==> src/rtl/bin_sched_ctrl_if.sv <==
// Memory and engine side signals of bin_sched_ctrl; master = sequencer, slave = memory/engine.
// Memory beats complete on mem_ack_i (zero-wait allowed); engine handshake is start/done pulses.
interface bin_sched_ctrl_if #(
    parameter int NUM_CLAUSES  = 8,
    parameter int NUM_VARS     = 8,
    parameter int NUM_LVLS     = 8,
    parameter int WIDTH_BIN_ID = 10,
    parameter int WIDTH_LVL    = 16,
    parameter int WIDTH_IDX    = 3
);
    localparam int WIDTH_ADDR = WIDTH_BIN_ID + 2 + WIDTH_IDX;

    logic                    mem_rd_o;
    logic                    mem_wr_o;
    logic [WIDTH_ADDR-1:0]   mem_addr_o;
    logic                    mem_ack_i;

    logic [NUM_CLAUSES-1:0]  wr_carray_o;
    logic [NUM_CLAUSES-1:0]  rd_carray_o;
    logic [NUM_VARS-1:0]     wr_var_states_o;
    logic [NUM_LVLS-1:0]     wr_lvl_states_o;
    logic                    base_lvl_en_o;
    logic [WIDTH_LVL-1:0]    base_lvl_o;
    logic                    start_core_o;
    logic                    done_core_i;
    logic                    sat_i;
    logic                    unsat_i;
    logic [WIDTH_LVL-1:0]    bkt_lvl_i;
    logic [WIDTH_BIN_ID-1:0] bkt_bin_i;

    modport master (
        output mem_rd_o, mem_wr_o, mem_addr_o,
        input  mem_ack_i,
        output wr_carray_o, rd_carray_o, wr_var_states_o, wr_lvl_states_o,
        output base_lvl_en_o, base_lvl_o, start_core_o,
        input  done_core_i, sat_i, unsat_i, bkt_lvl_i, bkt_bin_i
    );

    modport slave (
        input  mem_rd_o, mem_wr_o, mem_addr_o,
        output mem_ack_i,
        input  wr_carray_o, rd_carray_o, wr_var_states_o, wr_lvl_states_o,
        input  base_lvl_en_o, base_lvl_o, start_core_o,
        output done_core_i, sat_i, unsat_i, bkt_lvl_i, bkt_bin_i
    );
endinterface

==> src/rtl/bin_sched_ctrl.sv <==
// Loads one bin into the SAT engine, runs it, writes it back; 2*(NUM_CLAUSES+2)+4 cycles min plus engine time.
// Each memory beat is held until mem_ack_i; BIN_SKIP_UNSAT_WB_EN drops write-back for unsat bins.
module bin_sched_ctrl #(
    parameter int NUM_CLAUSES  = 8,
    parameter int NUM_VARS     = 8,
    parameter int NUM_LVLS     = 8,
    parameter int WIDTH_BIN_ID = 10,
    parameter int WIDTH_LVL    = 16,
    parameter int WIDTH_IDX    = 3
) (
    input  logic                    clk,
    input  logic                    rst,
    input  logic                    start_bin_i,
    input  logic [WIDTH_BIN_ID-1:0] bin_id_i,
    input  logic [WIDTH_LVL-1:0]    base_lvl_i,
    output logic                    busy_o,
    output logic                    done_bin_o,
    output logic                    sat_o,
    output logic                    unsat_o,
    output logic [WIDTH_LVL-1:0]    bkt_lvl_o,
    output logic [WIDTH_BIN_ID-1:0] bkt_bin_o,
    bin_sched_ctrl_if.master        bus
);
    typedef enum logic [3:0] {
        IDLE, LD_CLAUSE, LD_VARS, LD_LVLS, RUN,
        WAIT_CORE, UP_CLAUSE, UP_VARS, UP_LVLS, DONE
    } state_e;

    state_e                  state_q, state_d;
    logic [WIDTH_IDX-1:0]    idx_q, idx_d;
    logic [WIDTH_BIN_ID-1:0] bin_id_q, bin_id_d;
    logic [WIDTH_LVL-1:0]    base_lvl_q, base_lvl_d;
    logic                    base_lvl_en_q, base_lvl_en_d;
    logic                    sat_q, sat_d;
    logic                    unsat_q, unsat_d;
    logic [WIDTH_LVL-1:0]    bkt_lvl_q, bkt_lvl_d;
    logic [WIDTH_BIN_ID-1:0] bkt_bin_q, bkt_bin_d;

    logic [1:0]              sel;
    logic                    mem_rd, mem_wr, start_core, done_bin;
    logic [NUM_CLAUSES-1:0]  wr_carray, rd_carray;
    logic [NUM_VARS-1:0]     wr_var;
    logic [NUM_LVLS-1:0]     wr_lvl;
    logic                    last_row;
    logic [NUM_CLAUSES-1:0]  row_onehot;

    assign last_row   = (idx_q == WIDTH_IDX'(NUM_CLAUSES - 1));
    assign row_onehot = NUM_CLAUSES'(1) << idx_q;

    always_ff @(posedge clk or negedge rst) begin
        if (!rst) begin
            state_q       <= IDLE;
            idx_q         <= '0;
            bin_id_q      <= '0;
            base_lvl_q    <= '0;
            base_lvl_en_q <= 1'b0;
            sat_q         <= 1'b0;
            unsat_q       <= 1'b0;
            bkt_lvl_q     <= '0;
            bkt_bin_q     <= '0;
        end else begin
            state_q       <= state_d;
            idx_q         <= idx_d;
            bin_id_q      <= bin_id_d;
            base_lvl_q    <= base_lvl_d;
            base_lvl_en_q <= base_lvl_en_d;
            sat_q         <= sat_d;
            unsat_q       <= unsat_d;
            bkt_lvl_q     <= bkt_lvl_d;
            bkt_bin_q     <= bkt_bin_d;
        end
    end

    always_comb begin
        state_d       = state_q;
        idx_d         = idx_q;
        bin_id_d      = bin_id_q;
        base_lvl_d    = base_lvl_q;
        base_lvl_en_d = 1'b0;
        sat_d         = sat_q;
        unsat_d       = unsat_q;
        bkt_lvl_d     = bkt_lvl_q;
        bkt_bin_d     = bkt_bin_q;
        sel           = 2'd0;
        mem_rd        = 1'b0;
        mem_wr        = 1'b0;
        wr_carray     = '0;
        rd_carray     = '0;
        wr_var        = '0;
        wr_lvl        = '0;
        start_core    = 1'b0;
        done_bin      = 1'b0;

        unique case (state_q)
            IDLE: begin
                if (start_bin_i) begin
                    bin_id_d      = bin_id_i;
                    base_lvl_d    = base_lvl_i;
                    base_lvl_en_d = 1'b1;
                    sat_d         = 1'b0;
                    unsat_d       = 1'b0;
                    idx_d         = '0;
                    state_d       = LD_CLAUSE;
                end
            end
            LD_CLAUSE: begin
                mem_rd    = 1'b1;
                // Engine row strobe only fires on the cycle the read data is valid.
                wr_carray = row_onehot & {NUM_CLAUSES{bus.mem_ack_i}};
                if (bus.mem_ack_i) begin
                    if (last_row) begin
                        idx_d   = '0;
                        state_d = LD_VARS;
                    end else begin
                        idx_d = idx_q + WIDTH_IDX'(1);
                    end
                end
            end
            LD_VARS: begin
                mem_rd = 1'b1;
                sel    = 2'd1;
                wr_var = {NUM_VARS{bus.mem_ack_i}};
                if (bus.mem_ack_i) state_d = LD_LVLS;
            end
            LD_LVLS: begin
                mem_rd = 1'b1;
                sel    = 2'd2;
                wr_lvl = {NUM_LVLS{bus.mem_ack_i}};
                if (bus.mem_ack_i) state_d = RUN;
            end
            RUN: begin
                start_core = 1'b1;
                state_d    = WAIT_CORE;
            end
            WAIT_CORE: begin
                if (bus.done_core_i) begin
                    sat_d     = bus.sat_i;
                    unsat_d   = bus.unsat_i;
                    bkt_lvl_d = bus.bkt_lvl_i;
                    bkt_bin_d = bus.bkt_bin_i;
`ifdef BIN_SKIP_UNSAT_WB_EN
                    state_d   = bus.unsat_i ? DONE : UP_CLAUSE;
`else
                    state_d   = UP_CLAUSE;
`endif
                end
            end
            UP_CLAUSE: begin
                mem_wr    = 1'b1;
                rd_carray = row_onehot;
                if (bus.mem_ack_i) begin
                    if (last_row) begin
                        idx_d   = '0;
                        state_d = UP_VARS;
                    end else begin
                        idx_d = idx_q + WIDTH_IDX'(1);
                    end
                end
            end
            UP_VARS: begin
                mem_wr = 1'b1;
                sel    = 2'd1;
                if (bus.mem_ack_i) state_d = UP_LVLS;
            end
            UP_LVLS: begin
                mem_wr = 1'b1;
                sel    = 2'd2;
                if (bus.mem_ack_i) state_d = DONE;
            end
            DONE: begin
                done_bin = 1'b1;
                state_d  = IDLE;
            end
            default: state_d = IDLE;
        endcase
    end

    assign busy_o     = (state_q != IDLE);
    assign done_bin_o = done_bin;
    assign sat_o      = sat_q;
    assign unsat_o    = unsat_q;
    assign bkt_lvl_o  = bkt_lvl_q;
    assign bkt_bin_o  = bkt_bin_q;

    assign bus.mem_rd_o        = mem_rd;
    assign bus.mem_wr_o        = mem_wr;
    assign bus.mem_addr_o      = (mem_rd | mem_wr) ? {bin_id_q, sel, idx_q} : '0;
    assign bus.wr_carray_o     = wr_carray;
    assign bus.rd_carray_o     = rd_carray;
    assign bus.wr_var_states_o = wr_var;
    assign bus.wr_lvl_states_o = wr_lvl;
    assign bus.base_lvl_en_o   = base_lvl_en_q;
    assign bus.base_lvl_o      = base_lvl_q;
    assign bus.start_core_o    = start_core;
endmodule

==> src/flat_wrapper.sv <==
// flat-port wrapper written by rule: the top's interface ports become plain ports
module bin_sched_ctrl_flat 
#(
    parameter int NUM_CLAUSES  = 8,
    parameter int NUM_VARS     = 8,
    parameter int NUM_LVLS     = 8,
    parameter int WIDTH_BIN_ID = 10,
    parameter int WIDTH_LVL    = 16,
    parameter int WIDTH_IDX    = 3
)
  (clk, rst, start_bin_i, bin_id_i, base_lvl_i, busy_o, done_bin_o, sat_o, unsat_o, bkt_lvl_o, bkt_bin_o, bus_mem_rd_o, bus_mem_wr_o, bus_mem_addr_o, bus_mem_ack_i, bus_wr_carray_o, bus_rd_carray_o, bus_wr_var_states_o, bus_wr_lvl_states_o, bus_base_lvl_en_o, bus_base_lvl_o, bus_start_core_o, bus_done_core_i, bus_sat_i, bus_unsat_i, bus_bkt_lvl_i, bus_bkt_bin_i);
  bin_sched_ctrl_if #(.NUM_CLAUSES(NUM_CLAUSES), .NUM_VARS(NUM_VARS), .NUM_LVLS(NUM_LVLS), .WIDTH_BIN_ID(WIDTH_BIN_ID), .WIDTH_LVL(WIDTH_LVL), .WIDTH_IDX(WIDTH_IDX)) bus_i ();
  input  logic clk;
  input  logic rst;
  input  logic start_bin_i;
  input  logic [WIDTH_BIN_ID-1:0] bin_id_i;
  input  logic [WIDTH_LVL-1:0] base_lvl_i;
  output logic busy_o;
  output logic done_bin_o;
  output logic sat_o;
  output logic unsat_o;
  output logic [WIDTH_LVL-1:0] bkt_lvl_o;
  output logic [WIDTH_BIN_ID-1:0] bkt_bin_o;
  output wire logic [$bits(bus_i.mem_rd_o)-1:0] bus_mem_rd_o;
  output wire logic [$bits(bus_i.mem_wr_o)-1:0] bus_mem_wr_o;
  output wire logic [$bits(bus_i.mem_addr_o)-1:0] bus_mem_addr_o;
  input wire logic [$bits(bus_i.mem_ack_i)-1:0] bus_mem_ack_i;
  output wire logic [$bits(bus_i.wr_carray_o)-1:0] bus_wr_carray_o;
  output wire logic [$bits(bus_i.rd_carray_o)-1:0] bus_rd_carray_o;
  output wire logic [$bits(bus_i.wr_var_states_o)-1:0] bus_wr_var_states_o;
  output wire logic [$bits(bus_i.wr_lvl_states_o)-1:0] bus_wr_lvl_states_o;
  output wire logic [$bits(bus_i.base_lvl_en_o)-1:0] bus_base_lvl_en_o;
  output wire logic [$bits(bus_i.base_lvl_o)-1:0] bus_base_lvl_o;
  output wire logic [$bits(bus_i.start_core_o)-1:0] bus_start_core_o;
  input wire logic [$bits(bus_i.done_core_i)-1:0] bus_done_core_i;
  input wire logic [$bits(bus_i.sat_i)-1:0] bus_sat_i;
  input wire logic [$bits(bus_i.unsat_i)-1:0] bus_unsat_i;
  input wire logic [$bits(bus_i.bkt_lvl_i)-1:0] bus_bkt_lvl_i;
  input wire logic [$bits(bus_i.bkt_bin_i)-1:0] bus_bkt_bin_i;
  assign bus_mem_rd_o = bus_i.mem_rd_o;
  assign bus_mem_wr_o = bus_i.mem_wr_o;
  assign bus_mem_addr_o = bus_i.mem_addr_o;
  assign bus_i.mem_ack_i = bus_mem_ack_i;
  assign bus_wr_carray_o = bus_i.wr_carray_o;
  assign bus_rd_carray_o = bus_i.rd_carray_o;
  assign bus_wr_var_states_o = bus_i.wr_var_states_o;
  assign bus_wr_lvl_states_o = bus_i.wr_lvl_states_o;
  assign bus_base_lvl_en_o = bus_i.base_lvl_en_o;
  assign bus_base_lvl_o = bus_i.base_lvl_o;
  assign bus_start_core_o = bus_i.start_core_o;
  assign bus_i.done_core_i = bus_done_core_i;
  assign bus_i.sat_i = bus_sat_i;
  assign bus_i.unsat_i = bus_unsat_i;
  assign bus_i.bkt_lvl_i = bus_bkt_lvl_i;
  assign bus_i.bkt_bin_i = bus_bkt_bin_i;
  bin_sched_ctrl #(.NUM_CLAUSES(NUM_CLAUSES), .NUM_VARS(NUM_VARS), .NUM_LVLS(NUM_LVLS), .WIDTH_BIN_ID(WIDTH_BIN_ID), .WIDTH_LVL(WIDTH_LVL), .WIDTH_IDX(WIDTH_IDX)) u_core (.clk(clk), .rst(rst), .start_bin_i(start_bin_i), .bin_id_i(bin_id_i), .base_lvl_i(base_lvl_i), .busy_o(busy_o), .done_bin_o(done_bin_o), .sat_o(sat_o), .unsat_o(unsat_o), .bkt_lvl_o(bkt_lvl_o), .bkt_bin_o(bkt_bin_o), .bus(bus_i));
endmodule
==> config.mk <==
export PLATFORM = sky130hd
export DESIGN_NAME = bin_sched_ctrl_flat
export DESIGN_NICKNAME = d
export VERILOG_FILES = /design/src/rtl/bin_sched_ctrl_if.sv /design/src/rtl/bin_sched_ctrl.sv /design/src/flat_wrapper.sv
export SDC_FILE = /design/constraint.sdc
export NUM_CORES = 1
export LEC_CHECK = 0
export CELL_PAD_IN_SITES_DETAIL_PLACEMENT = 1
export CELL_PAD_IN_SITES_GLOBAL_PLACEMENT = 2
export CORE_MARGIN = 8
export CORE_UTILIZATION = 24
export DETAILED_ROUTE_END_ITERATION = 6
export PLACE_DENSITY = 0.88
export SYNTH_ARGS = -nofsm -noshare
export SYNTH_HDL_FRONTEND = slang
export SYNTH_SLANG_ARGS = --single-unit
==> constraint.sdc <==
create_clock -name clk -period 2.2 [get_ports clk]
set_clock_uncertainty 0.2 [all_clocks]
set_input_delay 0.22 -clock clk [delete_from_list [all_inputs] [get_ports clk]]
set_output_delay 0.22 -clock clk [all_outputs]
set_load 0.01 [all_outputs]
==> Word level (Yosys, flattened, before mapping) <==
Cells that the tools add are included.
{ "word_totals": {"elab_cells": 80, "in_bits": 59, "regBits": 62} }
{ "op_classes": {"bitwise": 2, "n_mux": 32, "n_eq_ne": 21, "n_reduce_logical": 14, "n_addsub": 1, "n_shift": 1} }
{ "op_table": {"columns": ["op", "count"], "rows": [
  ["$mux W4", 10],
  ["$pmux W4 S9", 1],
  ["$mux W8", 4],
  ["$eq A4 B3 Y1 const B", 4],
  ["$ne A2 B2 Y1 const B", 8],
  ["$mux W15", 1],
  ["$reduce_and A10 Y1", 1],
  ["$mux W1", 9],
  ["$mux W3", 3],
  ["$and A8 B8 Y8", 1],
  ["$eq A4 B2 Y1 const B", 2],
  ["$eq A4 B4 Y1 const B", 2],
  ["$shl A1 B3 Y8 const A", 1],
  ["$ne A2 B1 Y1 const B", 3],
  ["$pmux W3 S2", 1],
  ["$reduce_and A3 Y1", 2],
  ["$reduce_or A2 Y1", 3],
  ["$reduce_or A3 Y1", 2],
  ["$eq A4 B1 Y1 const B", 1],
  ["$logic_not A4 Y1", 1],
  ["$pmux W1 S2", 2],
  ["$pmux W2 S2", 1],
  ["$reduce_and A2 Y1", 2],
  ["$reduce_bool A2 Y1", 2],
  ["other kinds (4)", 4]
]} }

==> Depth between registers and ports, before layout <==
Gate-level depths: netlist of run 1.
{ "logic_depth": {"depth_word": 5, "ltp_mapped": 6, "depth_no_buf": 6} }

==> Least setup slack after synthesis of run 1 <==
Ideal clock, no wire load.
{ "synth_timing": {"path_type": "reg-to-output", "from": "register u_core.state_q[1]", "to": "output bus_wr_lvl_states_o[1]", "path_stages_with_launch": 6, "setup_slack_ns": 0.336, "arrival_time_ns": 1.444, "required_ns": 1.780, "cell_sequence": "dfrtp_1 -> buf_2 -> buf_1 -> nand2_1 -> nor2_1 -> buf_4"} }
{ "synth_via": {"elab_chain_len": 2} }
{ "synth_rtl": {"columns": ["item", "line", "rtl"], "rows": [
  ["start: declaration", "bin_sched_ctrl.sv:29", "state_e state_q, state_d;"],
  ["start signal: assignment", "bin_sched_ctrl.sv:62", "state_q <= state_d;"],
  ["$eq A4 B2 Y1", "bin_sched_ctrl.sv:94", "unique case (state_q)"],
  ["$mux W8", "bin_sched_ctrl.sv:94", null],
  ["end: declaration", "flat_wrapper.sv:31", "output wire logic [$bits(bus_i.wr_lvl_states_o)-1:0] bus_wr_lvl_states_o;"]
]} }
Every way passes these cells.

==> Worst setup path in the final report of run 1 <==
{ "layout_timing": {"from": "register u_core.state_q[0]", "to": "output bus_wr_carray_o[7]"} }
{ "layout_via": {"elab_chain_len": 2} }
{ "layout_rtl": {"columns": ["item", "line", "rtl"], "rows": [
  ["$eq A4 B1 Y1", "bin_sched_ctrl.sv:94", null],
  ["$mux W8", "bin_sched_ctrl.sv:94", null],
  ["end: declaration", "flat_wrapper.sv:28", "output wire logic [$bits(bus_i.wr_carray_o)-1:0] bus_wr_carray_o;"]
]} }
Every way passes these cells.

==> flow_summary.html, run 1 <==
<table>
<tr><th>Metric</th><th>Value</th></tr>
<tr><th colspan="2">Global routing</th></tr>
<tr><td>Vias in the first global route</td><td>about 2.8k</td></tr>
<tr><td>Largest net degree at the start of global routing</td><td>63</td></tr>
<tr><td>Total overflow reported by the global router</td><td>0</td></tr>
<tr><td>Number of antenna violations at the first check in global routing</td><td>0</td></tr>
<tr><td>Overall fraction of global-route tracks in use</td><td>11.9%</td></tr>
<tr><td>Global-route wire length before repair</td><td>about 15 mm</td></tr>
<tr><th colspan="2">Routing</th></tr>
<tr><td>Highest routing layer actually used</td><td>met4</td></tr>
<tr><td>Final antenna-violating net count</td><td>0</td></tr>
<tr><td>Metal1 wirelength</td><td>~3.5 mm</td></tr>
<tr><td>Detail Route met3 WL</td><td>about 1.0 mm</td></tr>
<tr><td>DR vias/cell</td><td>4.24</td></tr>
<tr><td>Post-detailed-routing wire length</td><td>9.69 mm</td></tr>
<tr><td>Post-route DRC</td><td>0</td></tr>
<tr><td>Number of detailed-routing iterations run before antenna repair</td><td>4</td></tr>
<tr><td>Violation count after the first detailed-route iteration</td><td>26</td></tr>
<tr><td>Drt wl/cell</td><td>between 15 and 20 microns</td></tr>
<tr><td>Detailed-routed wire length on met2</td><td>roughly 4.9 mm</td></tr>
<tr><td>Vias post-DR</td><td>between 2k and 2.5k</td></tr>
<tr><th colspan="2">Clock network</th></tr>
<tr><td>Number of buffers added by the clock tree synthesis step</td><td>9</td></tr>
<tr><td>CTS Sinks</td><td>between 60 and 70</td></tr>
<tr><td>Clock Tree Buf Depth</td><td>2</td></tr>
<tr><td>H-Tree Level Count</td><td>3</td></tr>
<tr><td>CTS tree</td><td>done</td></tr>
<tr><td>Root cell of the clock tree</td><td>sky130_fd_sc_hd__clkbuf_16</td></tr>
<tr><td>Clk pin slew, worst setup/hold paths</td><td>approximately 0.06 ns</td></tr>
<tr><td>Insertion delay to the later sink of the worst-skew pair</td><td>0.32 ns</td></tr>
<tr><th colspan="2">Power</th></tr>
<tr><td>Total power of the final layout</td><td>between 6 and 7 mW</td></tr>
<tr><td>Leakage</td><td>~2.3 nW</td></tr>
<tr><td>VDD IR max</td><td>between 500 and 600 uV</td></tr>
<tr><td>Power Density</td><td>about 1300 mW/mm^2</td></tr>
<tr><th colspan="2">Run status</th></tr>
<tr><td>Outcome</td><td>finished clean</td></tr>
<tr><th colspan="2">Timing</th></tr>
<tr><td>Highest achievable clock rate</td><td>0.469 GHz</td></tr>
<tr><td>Relative max-transition margin</td><td>just over 70%</td></tr>
<tr><td>Final Critical Period</td><td>about 2.1 ns</td></tr>
<tr><td>Transition time of the tightest slew-check pin</td><td>between 0.4 and 0.5 ns</td></tr>
<tr><td>Final Slew Violations</td><td>0</td></tr>
<tr><td>Sum Neg Setup Slack</td><td>0 ns</td></tr>
<tr><td>Hold Fails Final Rpt</td><td>0</td></tr>
<tr><td>Total of endpoints with negative setup slack in the final report</td><td>0</td></tr>
<tr><td>Smallest setup slack after layout</td><td>about 0.066 ns</td></tr>
<tr><td>Share of the clock period used by the worst path after layout</td><td>just under 100%</td></tr>
<tr><th colspan="2">Die</th></tr>
<tr><td>Starting density of the core</td><td>between 20% and 30%</td></tr>
<tr><td>Die width</td><td>approximately 130 microns</td></tr>
<tr><td>Standard cell core area</td><td>0.0125 sq mm</td></tr>
<tr><td>Height of the die</td><td>128 microns</td></tr>
<tr><td>Floorplan die area</td><td>approximately 0.016 sq mm</td></tr>
<tr><td>Floorplan row count</td><td>41</td></tr>
<tr><td>Top Ports</td><td>156</td></tr>
<tr><th colspan="2">Synth</th></tr>
<tr><td>Post-synthesis cell area</td><td>0.00303 sq mm</td></tr>
<tr><td>Synthesized Nets</td><td>about 310</td></tr>
<tr><td>Adder-cell share of the synthesized area</td><td>under 10%</td></tr>
<tr><td>Yosys synthesis warning count</td><td>0</td></tr>
<tr><td>Proportion of synthesized flip-flops having asynchronous set or reset</td><td>100%</td></tr>
<tr><td>Portion of the post-synthesis area used by sequential elements</td><td>roughly 51%</td></tr>
<tr><td>Avg Cell Area, Syn</td><td>between 10 and 15 sq um</td></tr>
<tr><td>Post-synthesis xor/xnor area fraction</td><td>less than 1%</td></tr>
<tr><td>Compound-cell area share of the yosys netlist</td><td>under 10%</td></tr>
<tr><td>Post-synth EDFFs</td><td>0</td></tr>
<tr><td>Count of distinct cell types in the synthesized netlist</td><td>40</td></tr>
<tr><td>Mux share of post-synthesis cell area</td><td>20.7%</td></tr>
<tr><td>Top flip-flop cell by instance count after synthesis</td><td>sky130_fd_sc_hd__dfrtp_1</td></tr>
<tr><td>Synthesized-area fraction occupied by and/or/nand/nor cells</td><td>15.0%</td></tr>
<tr><td>Dominant combinational cell family by area after synthesis</td><td>multiplexers</td></tr>
<tr><td>Number of synthesized register bits</td><td>62</td></tr>
<tr><td>Synthesized instance count</td><td>247</td></tr>
<tr><th colspan="2">Final layout</th></tr>
<tr><td>Post-Layout Inst Area</td><td>0.00505 sq mm</td></tr>
<tr><td>Number of antenna repair diodes</td><td>0</td></tr>
<tr><td>Layout-stage area growth over the synthesis result</td><td>66.8%</td></tr>
<tr><td>Most common cell after layout, fill and taps aside</td><td>sky130_fd_sc_hd__clkdlybuf4s50_1</td></tr>
<tr><td>Number of nets in the layout</td><td>476</td></tr>
<tr><td>Most frequent cells in the layout</td><td>sky130_fd_sc_hd__clkdlybuf4s50_1, sky130_fd_sc_hd__dfrtp_1, sky130_fd_sc_hd__mux2_2</td></tr>
<tr><td>Finished Layout Cells</td><td>588</td></tr>
<tr><td>Share of layout cells above drive strength 1</td><td>around a quarter</td></tr>
<tr><th colspan="2">Place</th></tr>
<tr><td>Placed cell count</td><td>569</td></tr>
<tr><td>Weighted congestion reported at the end of routability-driven placement</td><td>between 0.7 and 0.8</td></tr>
<tr><td>Port bufs</td><td>between 150 and 200</td></tr>
<tr><td>Post-DP Area</td><td>around 0.0048 sq mm</td></tr>
<tr><td>Worst-case setup slack after placement</td><td>-0.0361 ns</td></tr>
<tr><td>Placed wire-length estimate after detailed placement</td><td>between 7 and 8 mm</td></tr>
<tr><th colspan="2">Worst setup path</th></tr>
<tr><td>Endpoint class of the critical path</td><td>primary output</td></tr>
<tr><td>Maximum fanout count along the critical path</td><td>8</td></tr>
<tr><td>FF-to-FF path depth</td><td>5</td></tr>
<tr><td>Worst Path Required</td><td>1.78 ns</td></tr>
<tr><td>Critical Path Start Type</td><td>flop</td></tr>
<tr><td>Crit path arrival time</td><td>between 1.5 and 2 ns</td></tr>
<tr><td>Class of the most critical setup path</td><td>flop to primary output</td></tr>
<tr><th colspan="2">Worst hold path</th></tr>
<tr><td>Type of the most critical hold path</td><td>input pin to asynchronous set/reset pin</td></tr>
<tr><th colspan="2">Run</th></tr>
<tr><td>Maximum Capacitance Violations</td><td>0</td></tr>
</table>
==> logic make-up after synthesis <==
group,count (synthesis)
simple gates,76
fa+ha+maj,6
xor+xnor,1
buf+inv,31
flops,62
compound gates,15
mux,56
==> metal layers <==
layer  global-route usage, %  vias up
met3                    6.49       13
met1                    11.9     1222
met5                       0        -
li1                        -     1164
met2                    19.9       94
met4                    4.97        0
==> per-stage QoR <==
step	hold WS, ns	utilization [%]
CTS	0.244	40.2
global placement	0.0581	38.4
finish	0.236	40.5
floorplan	-0.276	-
global route	0.268	40.5
detailed placement	0.0623	38.4
==> critical path, cell delays in order (launching register included) <==
cell                            delay [ns]
sky130_fd_sc_hd__dfrtp_1              0.41
sky130_fd_sc_hd__buf_6                0.15
sky130_fd_sc_hd__and2b_2              0.20
sky130_fd_sc_hd__and3_4               0.20
sky130_fd_sc_hd__and2_1               0.15
sky130_fd_sc_hd__dlygate4sd2_1        0.28
==> synthesized netlist by cell type, types with 3 or more instances <==
cell	number	area [sq um]
sky130_fd_sc_hd__buf_2	4	20.0
sky130_fd_sc_hd__nand2b_1	4	25.0
sky130_fd_sc_hd__nand2_1	9	33.8
sky130_fd_sc_hd__and2b_1	3	22.5
sky130_fd_sc_hd__mux2_2	49	552
sky130_fd_sc_hd__and3_1	13	81.3
sky130_fd_sc_hd__mux2i_1	3	30.0
sky130_fd_sc_hd__buf_6	4	45.0
sky130_fd_sc_hd__inv_1	5	18.8
sky130_fd_sc_hd__o21ai_0	3	15.0
sky130_fd_sc_hd__nor3_1	4	20.0
sky130_fd_sc_hd__and2_1	4	25.0
sky130_fd_sc_hd__buf_4	15	113
sky130_fd_sc_hd__nor2_1	15	56.3
sky130_fd_sc_hd__dfrtp_1	62	1550
sky130_fd_sc_hd__a21oi_1	4	20.0
sky130_fd_sc_hd__ha_1	6	75.1
sky130_fd_sc_hd__nor2b_1	10	62.6
sky130_fd_sc_hd__mux2_1	4	45.0
==> sequential cells by signal, indices dropped and copies added (netlist names) <==
name / flops
u_core.unsat_o: 1
u_core.bkt_bin_o: 10
u_core.sat_o: 1
u_core.state_q: 4
u_core.bus.base_lvl_en_o: 1
u_core.bkt_lvl_o: 16
u_core.bin_id_q: 10
u_core.idx_q: 3
u_core.bus.base_lvl_o: 16
==> repair_timing <==
item / CTS / global route
hold buffers: 1 / 0
hold endpoints to repair: 62 / 0
resized for setup: 61 / 22
setup buffers: 0 / 1
gates cloned: 0 / 1
endpoints found under the setup margin: 51 / 23
==> final timing paths <==
kind | slack (ns) | start | end
max | 0.07 | u_core.state_q[0] | bus_wr_carray_o[7]
min | 0.24 | rst | u_core.bkt_bin_o[1]
max reg2reg | 0.19 | u_core.state_q[2] | u_core.bkt_lvl_o[15]
min in group clk | 0.28 | u_core.bin_id_q[8] | u_core.bin_id_q[8]
max in group asynchronous | 1.25 | rst | u_core.state_q[3]
min reg2reg | 0.28 | u_core.bin_id_q[8] | u_core.bin_id_q[8]
==> power by group <==
part / internal [mW] / switching, mW / leakage, nW
logic: 1.94 / 1.45 / 1.44
registers: 1.70 / 0.310 / 0.744
clock network: 0.758 / 0.483 / 0.130
total: 4.40 / 2.25 / 2.31
==> cell type report <==
class,count,area [sq um]
Clock buffer,12,236
Clock inverter,4,23.8
Fill cell,1370,7420
Tap cell,172,215
Timing Repair Buffer,178,1700
Inverter,5,18.8
Sequential cell,62,1550
Multi-Input combinational cell,155,1300
No activity file was read; power rests on OpenSTA's default activity.
==> run 2, diff against run 1 <==
CORE_ASPECT_RATIO = 0.75   (was default)
CORE_MARGIN = 1   (was 8)
==> run 2 against run 1 <==
Wire length is 8.9% lower. Register-to-register slack hardly changed. Setup slack better by 0.018 ns. Via count is 0.28% lower. Non-clock buffer count is 3 higher. Total power is 2.9% higher. Sequential power hardly changed. Combinational power hardly changed. Cell count is 0.85% lower. Clock-buffer cell count stayed put. Utilization is 0.85 points higher. First-iteration DRC count grew to 2.9 times the previous value. Critical path type unchanged. Highest routed layer unchanged.
==> flow_summary.html, run 2 (synthesis results as in run 1) <==
<table>
<tr><th>Metric</th><th>Value</th></tr>
<tr><th colspan="2">Run status</th></tr>
<tr><td>Outcome</td><td>finished clean (unchanged)</td></tr>
<tr><th colspan="2">Final layout</th></tr>
<tr><td>Most common cell after layout, fill and taps aside</td><td>sky130_fd_sc_hd__clkdlybuf4s50_1 (unchanged)</td></tr>
<tr><td>Area of all sequential standard cells</td><td>0.00155 sq mm (about the same)</td></tr>
<tr><td>Number of antenna repair diodes</td><td>0 (unchanged)</td></tr>
<tr><td>Finished Layout Cells</td><td>583 (was 588)</td></tr>
<tr><td>Most frequent cells in the layout</td><td>sky130_fd_sc_hd__clkdlybuf4s50_1, sky130_fd_sc_hd__dfrtp_1, sky130_fd_sc_hd__mux2_2 (unchanged)</td></tr>
<tr><td>Area of combinational cells with multiple inputs</td><td>0.00129 sq mm (was 0.00130 sq mm)</td></tr>
<tr><td>Utilization of the core after routing</td><td>41.3% (was 40.5%)</td></tr>
<tr><td>Number of nets in the layout</td><td>478 (was 476)</td></tr>
<tr><td>Number of fill cells in the layout</td><td>1334 (was 1370)</td></tr>
<tr><td>Share of layout cells above drive strength 1</td><td>25.9% (was 24.3%)</td></tr>
<tr><td>Layout-stage area growth over the synthesis result</td><td>68.2% (was 66.8%)</td></tr>
<tr><th colspan="2">Die</th></tr>
<tr><td>Floorplan row count</td><td>35 (was 41)</td></tr>
<tr><td>Standard cell core area</td><td>0.0123 sq mm (was 0.0125 sq mm)</td></tr>
<tr><td>Height of the die</td><td>99.2 microns (was 128 microns)</td></tr>
<tr><td>Top Ports</td><td>156 (unchanged)</td></tr>
<tr><td>Starting density of the core</td><td>24.6% (was 24.3%)</td></tr>
<tr><td>Floorplan die area</td><td>0.0131 sq mm (was 0.0165 sq mm)</td></tr>
<tr><td>Die width</td><td>132 microns (was 128 microns)</td></tr>
<tr><th colspan="2">Worst hold path</th></tr>
<tr><td>Type of the most critical hold path</td><td>input pin to asynchronous set/reset pin (unchanged)</td></tr>
<tr><th colspan="2">Run</th></tr>
<tr><td>Maximum Capacitance Violations</td><td>0 (unchanged)</td></tr>
<tr><th colspan="2">Routing</th></tr>
<tr><td>Post-detailed-routing wire length</td><td>8.83 mm (was 9.69 mm)</td></tr>
<tr><td>Post-route DRC</td><td>0 (unchanged)</td></tr>
<tr><td>DR vias/cell</td><td>4.26 (was 4.24)</td></tr>
<tr><td>Final antenna-violating net count</td><td>0 (unchanged)</td></tr>
<tr><td>Vias post-DR</td><td>2486 (was 2493)</td></tr>
<tr><td>Drt wl/cell</td><td>15.1 microns (was 16.5 microns)</td></tr>
<tr><td>Number of detailed-routing iterations run before antenna repair</td><td>4 (unchanged)</td></tr>
<tr><td>Violation count after the first detailed-route iteration</td><td>75 (was 26)</td></tr>
<tr><th colspan="2">Power</th></tr>
<tr><td>Power Density</td><td>1350 mW/mm^2 (was 1320 mW/mm^2)</td></tr>
<tr><td>Switching pwr</td><td>2.21 mW (was 2.25 mW)</td></tr>
<tr><td>Switching Share</td><td>32.4% (was 33.8%)</td></tr>
<tr><td>VDD IR max</td><td>531 uV (was 524 uV)</td></tr>
<tr><td>Sequential group share of total power</td><td>29.5% (was 30.3%)</td></tr>
<tr><td>Combinational share of power</td><td>49.4% (was 51.1%)</td></tr>
<tr><td>Part of the power in the clock network</td><td>21.1% (was 18.7%)</td></tr>
<tr><td>Int Pwr</td><td>4.63 mW (was 4.40 mW)</td></tr>
<tr><td>Leakage</td><td>2.31 nW (about the same)</td></tr>
<tr><th colspan="2">Clock network</th></tr>
<tr><td>H-Tree Level Count</td><td>3 (unchanged)</td></tr>
<tr><td>Number of buffers added by the clock tree synthesis step</td><td>9 (unchanged)</td></tr>
<tr><td>Root cell of the clock tree</td><td>sky130_fd_sc_hd__clkbuf_16 (unchanged)</td></tr>
<tr><td>Insertion delay to the later sink of the worst-skew pair</td><td>0.32 ns (about the same)</td></tr>
<tr><td>Clock Tree Buf Depth</td><td>2 (unchanged)</td></tr>
<tr><td>Clk pin slew, worst setup/hold paths</td><td>0.05 ns (was 0.06 ns)</td></tr>
<tr><td>CTS Sinks</td><td>62 (unchanged)</td></tr>
<tr><td>CTS tree</td><td>done (unchanged)</td></tr>
<tr><th colspan="2">Worst setup path</th></tr>
<tr><td>Class of the most critical setup path</td><td>flop to primary output (unchanged)</td></tr>
<tr><td>Crit path arrival time</td><td>1.70 ns (was 1.71 ns)</td></tr>
<tr><td>Maximum fanout count along the critical path</td><td>8 (unchanged)</td></tr>
<tr><td>Critical Path Start Type</td><td>flop (unchanged)</td></tr>
<tr><td>Worst reg-to-reg setup slack</td><td>0.18 ns (was 0.19 ns)</td></tr>
<tr><td>Endpoint class of the critical path</td><td>primary output (unchanged)</td></tr>
<tr><td>Worst Path Required</td><td>1.78 ns (about the same)</td></tr>
<tr><th colspan="2">Place</th></tr>
<tr><td>Weighted congestion reported at the end of routability-driven placement</td><td>0.781 (was 0.762)</td></tr>
<tr><td>Port bufs</td><td>155 (unchanged)</td></tr>
<tr><td>Placed wire-length estimate after detailed placement</td><td>6.71 mm (was 7.51 mm)</td></tr>
<tr><td>Placed cell count</td><td>565 (was 569)</td></tr>
<tr><th colspan="2">Global routing</th></tr>
<tr><td>Number of antenna violations at the first check in global routing</td><td>0 (unchanged)</td></tr>
<tr><td>Largest net degree at the start of global routing</td><td>63 (unchanged)</td></tr>
<tr><td>Global-route wire length before repair</td><td>14.1 mm (was 15.2 mm)</td></tr>
<tr><td>Overall fraction of global-route tracks in use</td><td>13.8% (was 11.9%)</td></tr>
<tr><td>Vias in the first global route</td><td>2626 (was 2804)</td></tr>
<tr><td>Total overflow reported by the global router</td><td>0 (unchanged)</td></tr>
<tr><th colspan="2">Timing</th></tr>
<tr><td>Transition time of the tightest slew-check pin</td><td>0.421 ns (was 0.409 ns)</td></tr>
<tr><td>Total of endpoints with negative setup slack in the final report</td><td>0 (unchanged)</td></tr>
<tr><td>Relative max-transition margin</td><td>71.9% (was 72.7%)</td></tr>
<tr><td>Highest achievable clock rate</td><td>0.473 GHz (was 0.469 GHz)</td></tr>
<tr><td>Final Slew Violations</td><td>0 (unchanged)</td></tr>
<tr><td>Hold Fails Final Rpt</td><td>0 (unchanged)</td></tr>
<tr><td>RSZ-0062 raised after global routing</td><td>no</td></tr>
<tr><td>Share of the clock period used by the worst path after layout</td><td>96.2% (was 97.0%)</td></tr>
<tr><td>Final Critical Period</td><td>2.12 ns (was 2.13 ns)</td></tr>
<tr><td>Worst hold-check slack</td><td>0.245 ns (was 0.236 ns)</td></tr>
</table>
-- run 2: power by group through the flow --
stage | registers, mW | logic (mW) | clock network [mW]
floorplan | 2.16 | 1.48 | 0
global placement | 1.99 | 3.43 | 0
detailed placement | 2.03 | 3.52 | 0
CTS | 2.02 | 3.43 | 1.50
global route | 2.10 | 3.65 | 1.54
finish | 2.02 | 3.38 | 1.44
-- run 2: per-stage QoR --
stage | cell area (sq um) | TNS [ns] | setup slack [ns] | total power [mW]
floorplan | 3030 | 0 | 0.336 | 3.65
global placement | 4790 | 0 | 0.00896 | 5.43
detailed placement | 4790 | -0.224 | -0.0426 | 5.55
CTS | 5080 | 0 | 0.0000732 | 6.95
global route | 5090 | 0 | 0.00116 | 7.29
finish | 5090 | 0 | 0.0840 | 6.84
-- run 2: worst paths after layout --
kind,start,to,cells past startpoint
min in group clk,bin_id_i[8],u_core.bin_id_q[8],2
hold / removal,rst,u_core.bkt_bin_o[1],3
hold reg to reg,u_core.bkt_bin_o[3],u_core.bkt_bin_o[3],1
max in group asynchronous,rst,u_core.bin_id_q[1],3
setup / recovery,u_core.state_q[1],bus_wr_carray_o[7],5
setup reg to reg,u_core.state_q[0],u_core.idx_q[2],6
-- run 2: cell type report --
type	count	share of cell area, %
clock buffer	12	5.24
clock inverter	3	0.836
inverter	5	0.369
multi-input combinational	154	25.4
sequential	62	30.5
tap	166	4.08
timing repair buffer	181	33.6
-- run 2: routing by layer --
metal | share of wire (%) | routed length (microns) | GRT usage (%) | vias up
li1 | - | - | - | 1172
met1 | 45 | 3990 | 17.6 | 1226
met2 | 48 | 4280 | 22.8 | 83
met3 | 6.0 | 533 | 4.23 | 5
met4 | 0.31 | 27 | 3.22 | 0
met5 | 0 | 0 | 0 | -
-- run 2: what timing repair did --
item | in CTS | in global routing
resized for setup | 63 | 30
buffers inserted | 1 | 1
hold buffers | 1 | 0
endpoints found under the hold margin | 62 | 0
setup endpoints to repair | 50 | 30
-- run 2: critical path, stage by stage (launching register included) --
cell and delay [ns]:
sky130_fd_sc_hd__dfrtp_2 0.43, sky130_fd_sc_hd__buf_4 0.15, sky130_fd_sc_hd__and2b_2 0.21, sky130_fd_sc_hd__and3_4 0.22, sky130_fd_sc_hd__and2_1 0.13, sky130_fd_sc_hd__clkdlybuf4s15_1 0.23
